$ cat config.mk
export PLATFORM = sky130hd
export DESIGN_NAME = mux_n_1_rr_reg
export DESIGN_NICKNAME = d
export VERILOG_FILES = /design/src/rtl/mux_n_1_rr_reg_pkg.sv /design/src/rtl/mux_n_1_rr_reg_rr_arbiter.sv /design/src/rtl/mux_n_1_rr_reg.sv
export SDC_FILE = /design/constraint.sdc
export NUM_CORES = 1
export LEC_CHECK = 0
export ABC_CLOCK_PERIOD_IN_PS = 2500
export BUFFER_PORTS_ARGS = -buffer_cell sky130_fd_sc_hd__buf_2
export CAP_MARGIN = 20
export CORE_MARGIN = 2
export CORE_UTILIZATION = 45
export DETAILED_ROUTE_END_ITERATION = 8
export PLACE_DENSITY = 0.85
export SLEW_MARGIN = 30
export SYNTH_ARGS = -nofsm -noshare
export SYNTH_HDL_FRONTEND = slang
export SYNTH_SLANG_ARGS = --single-unit
$ cat constraint.sdc
create_clock -name clk -period 2.5 [get_ports clk]
set_input_delay 0.625 -clock clk [delete_from_list [all_inputs] [get_ports clk]]
set_output_delay 0.625 -clock clk [all_outputs]
set_load 0.01 [all_outputs]
$ cat src/rtl/mux_n_1_rr_reg_pkg.sv
// Shared constants for the registered N:1 round-robin multiplexer.
package mux_n_1_rr_reg_pkg;

    localparam logic MODE_FIXED = 1'b0;
    localparam logic MODE_RR    = 1'b1;

    localparam int DEF_WIDTH    = 2;
    localparam int DEF_CHANNELS = 4;
    localparam int DEF_SEL_W    = 2;

endpackage

$ cat src/rtl/mux_n_1_rr_reg_rr_arbiter.sv
// Combinational grant logic: fixed select or round-robin starting at ptr.
module rr_arbiter
    import mux_n_1_rr_reg_pkg::*;
#(
    parameter int CHANNELS = DEF_CHANNELS,
    parameter int SEL_W    = DEF_SEL_W
) (
    input  logic [CHANNELS-1:0] req,
    input  logic [SEL_W-1:0]    ptr,
    input  logic                mode,
    input  logic [SEL_W-1:0]    select,
    output logic [CHANNELS-1:0] grant,
    output logic [SEL_W-1:0]    grant_idx
);

    logic found;

    always_comb begin
        grant     = '0;
        grant_idx = '0;
        found     = 1'b0;
        if (mode == MODE_FIXED) begin
            // select values beyond the last channel match nothing, so no grant
            for (int k = 0; k < CHANNELS; k++) begin
                if (SEL_W'(k) == select && req[k]) begin
                    grant[k]  = 1'b1;
                    grant_idx = SEL_W'(k);
                end
            end
        end else begin
            // first pass covers ptr..CHANNELS-1, second pass wraps to 0..ptr-1
            for (int k = 0; k < CHANNELS; k++) begin
                if (!found && req[k] && SEL_W'(k) >= ptr) begin
                    found     = 1'b1;
                    grant[k]  = 1'b1;
                    grant_idx = SEL_W'(k);
                end
            end
            for (int k = 0; k < CHANNELS; k++) begin
                if (!found && req[k]) begin
                    found     = 1'b1;
                    grant[k]  = 1'b1;
                    grant_idx = SEL_W'(k);
                end
            end
        end
    end

endmodule

$ cat src/rtl/mux_n_1_rr_reg.sv
// Registered N:1 mux with per-channel valid/ready and a one-entry output stage.
module mux_n_1_rr_reg
    import mux_n_1_rr_reg_pkg::*;
#(
    parameter int WIDTH    = DEF_WIDTH,
    parameter int CHANNELS = DEF_CHANNELS,
    parameter int SEL_W    = DEF_SEL_W
) (
    input  logic                      clk,
    input  logic                      reset,
    input  logic                      mode,
    input  logic [SEL_W-1:0]          select,
    input  logic [CHANNELS*WIDTH-1:0] in_data,
    input  logic [CHANNELS-1:0]       in_valid,
    output logic [CHANNELS-1:0]       in_ready,
    output logic [WIDTH-1:0]          out_data,
    output logic [SEL_W-1:0]          out_channel,
    output logic                      out_valid,
    input  logic                      out_ready
);

    logic [WIDTH-1:0]    out_data_q, out_data_d;
    logic [SEL_W-1:0]    out_channel_q, out_channel_d;
    logic                out_valid_q, out_valid_d;
    logic [SEL_W-1:0]    ptr_q, ptr_d;
    logic [CHANNELS-1:0] grant;
    logic [SEL_W-1:0]    grant_idx;
    logic                space;
    logic                xfer;

    rr_arbiter #(
        .CHANNELS (CHANNELS),
        .SEL_W    (SEL_W)
    ) u_arb (
        .req       (in_valid),
        .ptr       (ptr_q),
        .mode      (mode),
        .select    (select),
        .grant     (grant),
        .grant_idx (grant_idx)
    );

    assign space    = !out_valid_q || out_ready;
    assign in_ready = reset ? '0 : (grant & {CHANNELS{space}});
    assign xfer     = |in_ready;

    always_comb begin
        out_data_d    = out_data_q;
        out_channel_d = out_channel_q;
        out_valid_d   = out_valid_q;
        ptr_d         = ptr_q;
        if (xfer) begin
            for (int k = 0; k < CHANNELS; k++) begin
                if (grant[k]) begin
                    out_data_d = in_data[k*WIDTH +: WIDTH];
                end
            end
            out_channel_d = grant_idx;
            out_valid_d   = 1'b1;
            if (mode == MODE_RR) begin
                ptr_d = (grant_idx == SEL_W'(CHANNELS-1)) ? '0 : grant_idx + SEL_W'(1);
            end
        end else if (out_valid_q && out_ready) begin
            out_valid_d = 1'b0;
        end
    end

    always_ff @(posedge clk or posedge reset) begin
        if (reset) begin
            out_data_q    <= '0;
            out_channel_q <= '0;
            out_valid_q   <= 1'b0;
            ptr_q         <= '0;
        end else begin
            out_data_q    <= out_data_d;
            out_channel_q <= out_channel_d;
            out_valid_q   <= out_valid_d;
            ptr_q         <= ptr_d;
        end
    end

    assign out_data    = out_data_q;
    assign out_channel = out_channel_q;
    assign out_valid   = out_valid_q;

endmodule
==> qor.yml <==
status: "complete, no violations"
via_per_inst: 5.47
worstPathMaxFanout: 8
cts_tree: "done"
slowest_delay_ns: 0.23
n_fill_cell: 117
whs_ns: 0.334
fin_worst_skew_ns: 0.0116
drt_iter0_markers: 26
cts_buffers: 3
ys_seq_area_frac: 0.286
syn_avg_cell_area_sq_um: 8.38
crit_family: "buffers and inverters"
post-place-ws_ns: 0.0376
clk_pin_slew_worst_paths_ns: 0.06
firstDrtPassIters: 4
tightestPinTransition_ns: 0.409
dp_hpwl_um: 1210
slew_violations: 0
io_pins: 27
clk_path_buf_depth: 2
hold_viol: 0
rsz0062_at_grt: "false"
final-setup-viol-count: 0
finalCritPeriodShare: 0.938
grt_max_degree: 13
power_density_nw_per_um2: 794
syn_area_sq_um: 612
drc: 0
avgRoutedWirePerCell_um: 13.3
start_util: 0.476
first_global_vias: 574
placed_cell_area_sq_um: 759
syn-instance-count: 73
min_path_type: "in -> async"
critPathKind: "in -> out"
slowest_stage: "a21boi_1"
diodes: 0
crit_chain: "buf_2 > inv_1 > nor2_1 > o21ai_0 > a21boi_1 > nor2b_1 > buf_2"
synthesis.nets: 92
path_buf_inv: 3
critPathArrivalTime_ns: 1.72
portBuffers: 26
cp.required_ns: 1.88
worstSkewPairLatency_ns: 0.26
yosysUniqueCellTypes: 34
die_area_sq_um: 1670
place.gp.congestion: 0.787
core_sq_um: 1280
grt_pass1_wl_um: 2280
path_common_cell: "buf_2"
grt_antenna_before_repair: 0
end_kind: "output port"
cts-root-buf: "clkbuf_4"
ys_ff_latch: 7
max-cap-violations: 0
grt_usage: 0.206
p_leak_uw: 0.000417
yosys_warnings: 0
grt_overflow_total: 0
wl_um: 1570
layout_setup_ws_ns: 0.155
synthToLayoutAreaGrowth_pct: 28.6
start_kind: "input port"
layout_min_cycle_time_ns: 2.35
ant_nets: 0
cts_setup_buffers: 0
drive_gt1_frac: 0.369
vdd_drop_max_uv: 495
fin_setup_tns_ns: 0
cts_num_sinks: 7
htree_levels: 1
fmax_mhz: 426
die_h_um: 40.9
max_slew_margin: 0.727
finalInstanceArea_sq_um: 787
die_w_um: 40.9
vias: 645
rows: 13
nNetsFinal: 123
worst reg2reg max path, delay by kind of cell (launching register included):
kind,cells,cell delay [ns]
multiplexers,1,0.28
AND/OR/NAND/NOR,2,0.52
flip-flops,1,0.51
AO/OA/AOI/OAI,3,0.80
layout make-up:
cell class,count,area (sq um),share of cell area
Clock inverter,1,5.00,0.00636
Tap cell,15,18.8,0.0238
Timing Repair Buffer,28,145,0.184
Multi-Input combinational cell,58,398,0.506
Sequential cell,7,175,0.223
Inverter,6,22.5,0.0286
Clock buffer,3,22.5,0.0286
path summary, 6_finish.rpt:
kind                             start             end  slack (ns)  depth (start not counted)
min in group clk           out_data[1]     out_data[1]        0.49                          2
max reg2reg                   ptr_q[1]        ptr_q[1]        0.28                          6
max                               mode     in_ready[2]        0.15                          7
max in group asynchronous        reset     out_data[0]        2.03                          3
min reg2reg                out_data[1]     out_data[1]        0.49                          2
min                              reset  out_channel[0]        0.33                          3
logic make-up (layout without fill, tap and decap cells):
group	Yosys count	in the layout	synth area share
AO/OA/AOI/OAI	25	25	0.305
flip-flops	7	7	0.286
adder cells (fa/ha/maj)	1	1	0.0204
AND/OR/NAND/NOR	28	28	0.245
buffers and inverters	8	38	0.0634
multiplexers	4	4	0.0797
metal layers:
| layer | vias to the layer above | routed length, um | share of wire | track usage |
|---|---|---|---|---|
| li1 | 334 | - | - | - |
| met3 | 2 | 86 | 0.055 | 0.0163 |
| met4 | 0 | 4 | 0.0025 | 0.142 |
| met2 | 25 | 739 | 0.47 | 0.320 |
| met1 | 284 | 740 | 0.47 | 0.266 |
| met5 | - | 0 | 0 | 0 |
synth_stat cells (all sizes together):
cell type  instances  area share
nor2b              3       0.031
a211o              1       0.014
o211ai             1       0.012
dfrtp              7        0.29
a21boi             1       0.012
a21o               3       0.037
o21ai              8       0.065
o2bb2ai            1       0.014
and4               1       0.014
o31ai              1       0.012
and4b              1       0.016
ha                 1       0.020
a21oi              1      0.0082
or3                1       0.010
nor3b              3       0.037
or2                1       0.014
a221o              1       0.016
nand2b             1       0.010
buf                2       0.027
nand4              1       0.010
inv                6       0.037
a211oi             1       0.020
nand2              8       0.049
o22ai              1       0.010
mux2               4       0.080
a31o               1       0.014
a31oi              1       0.010
nor2               7       0.043
a222oi             2       0.033
nor4               1       0.010
a2111oi            1       0.025
power breakdown:
group          leakage (uW)  switching (uW)  internal (uW)
Clock             0.0000177            49.9           58.8
Sequential        0.0000869            57.6            165
Combinational      0.000312             151            142
Total              0.000417             259            366
stage by stage:
stage / utilization / instances / power [uW]
2_1_floorplan: - / 73 / 419
3_3_place_gp: 0.591 / 114 / 506
3_5_place_dp: 0.591 / 114 / 514
4_1_cts: 0.612 / 118 / 627
5_1_grt: 0.612 / 118 / 676
6_report: 0.612 / 118 / 625
state kept, by name, summed over array words and instances (netlist names):
signal       count
out_channel      2
out_data         2
ptr_q            2
out_valid        1
cell usage in the layout, fill, tap and decap left out, types with 3 or more instances in the layout:
master / netlist / final
a21o_1: 3 / 3
buf_2: 1 / 26
clkbuf_4: 0 / 3
dfrtp_1: 7 / 7
inv_1: 6 / 6
nand2_1: 8 / 8
nor2_1: 7 / 7
nor2b_1: 3 / 3
nor3b_1: 3 / 3
o21ai_0: 8 / 8
timing repair:
| item | in CTS | in global routing |
|---|---|---|
| endpoints found under the setup margin | 0 | 1 |
| gates resized for setup | 0 | 1 |
| hold buffers | 0 | 0 |
No activity file was read; power rests on OpenSTA's default activity.
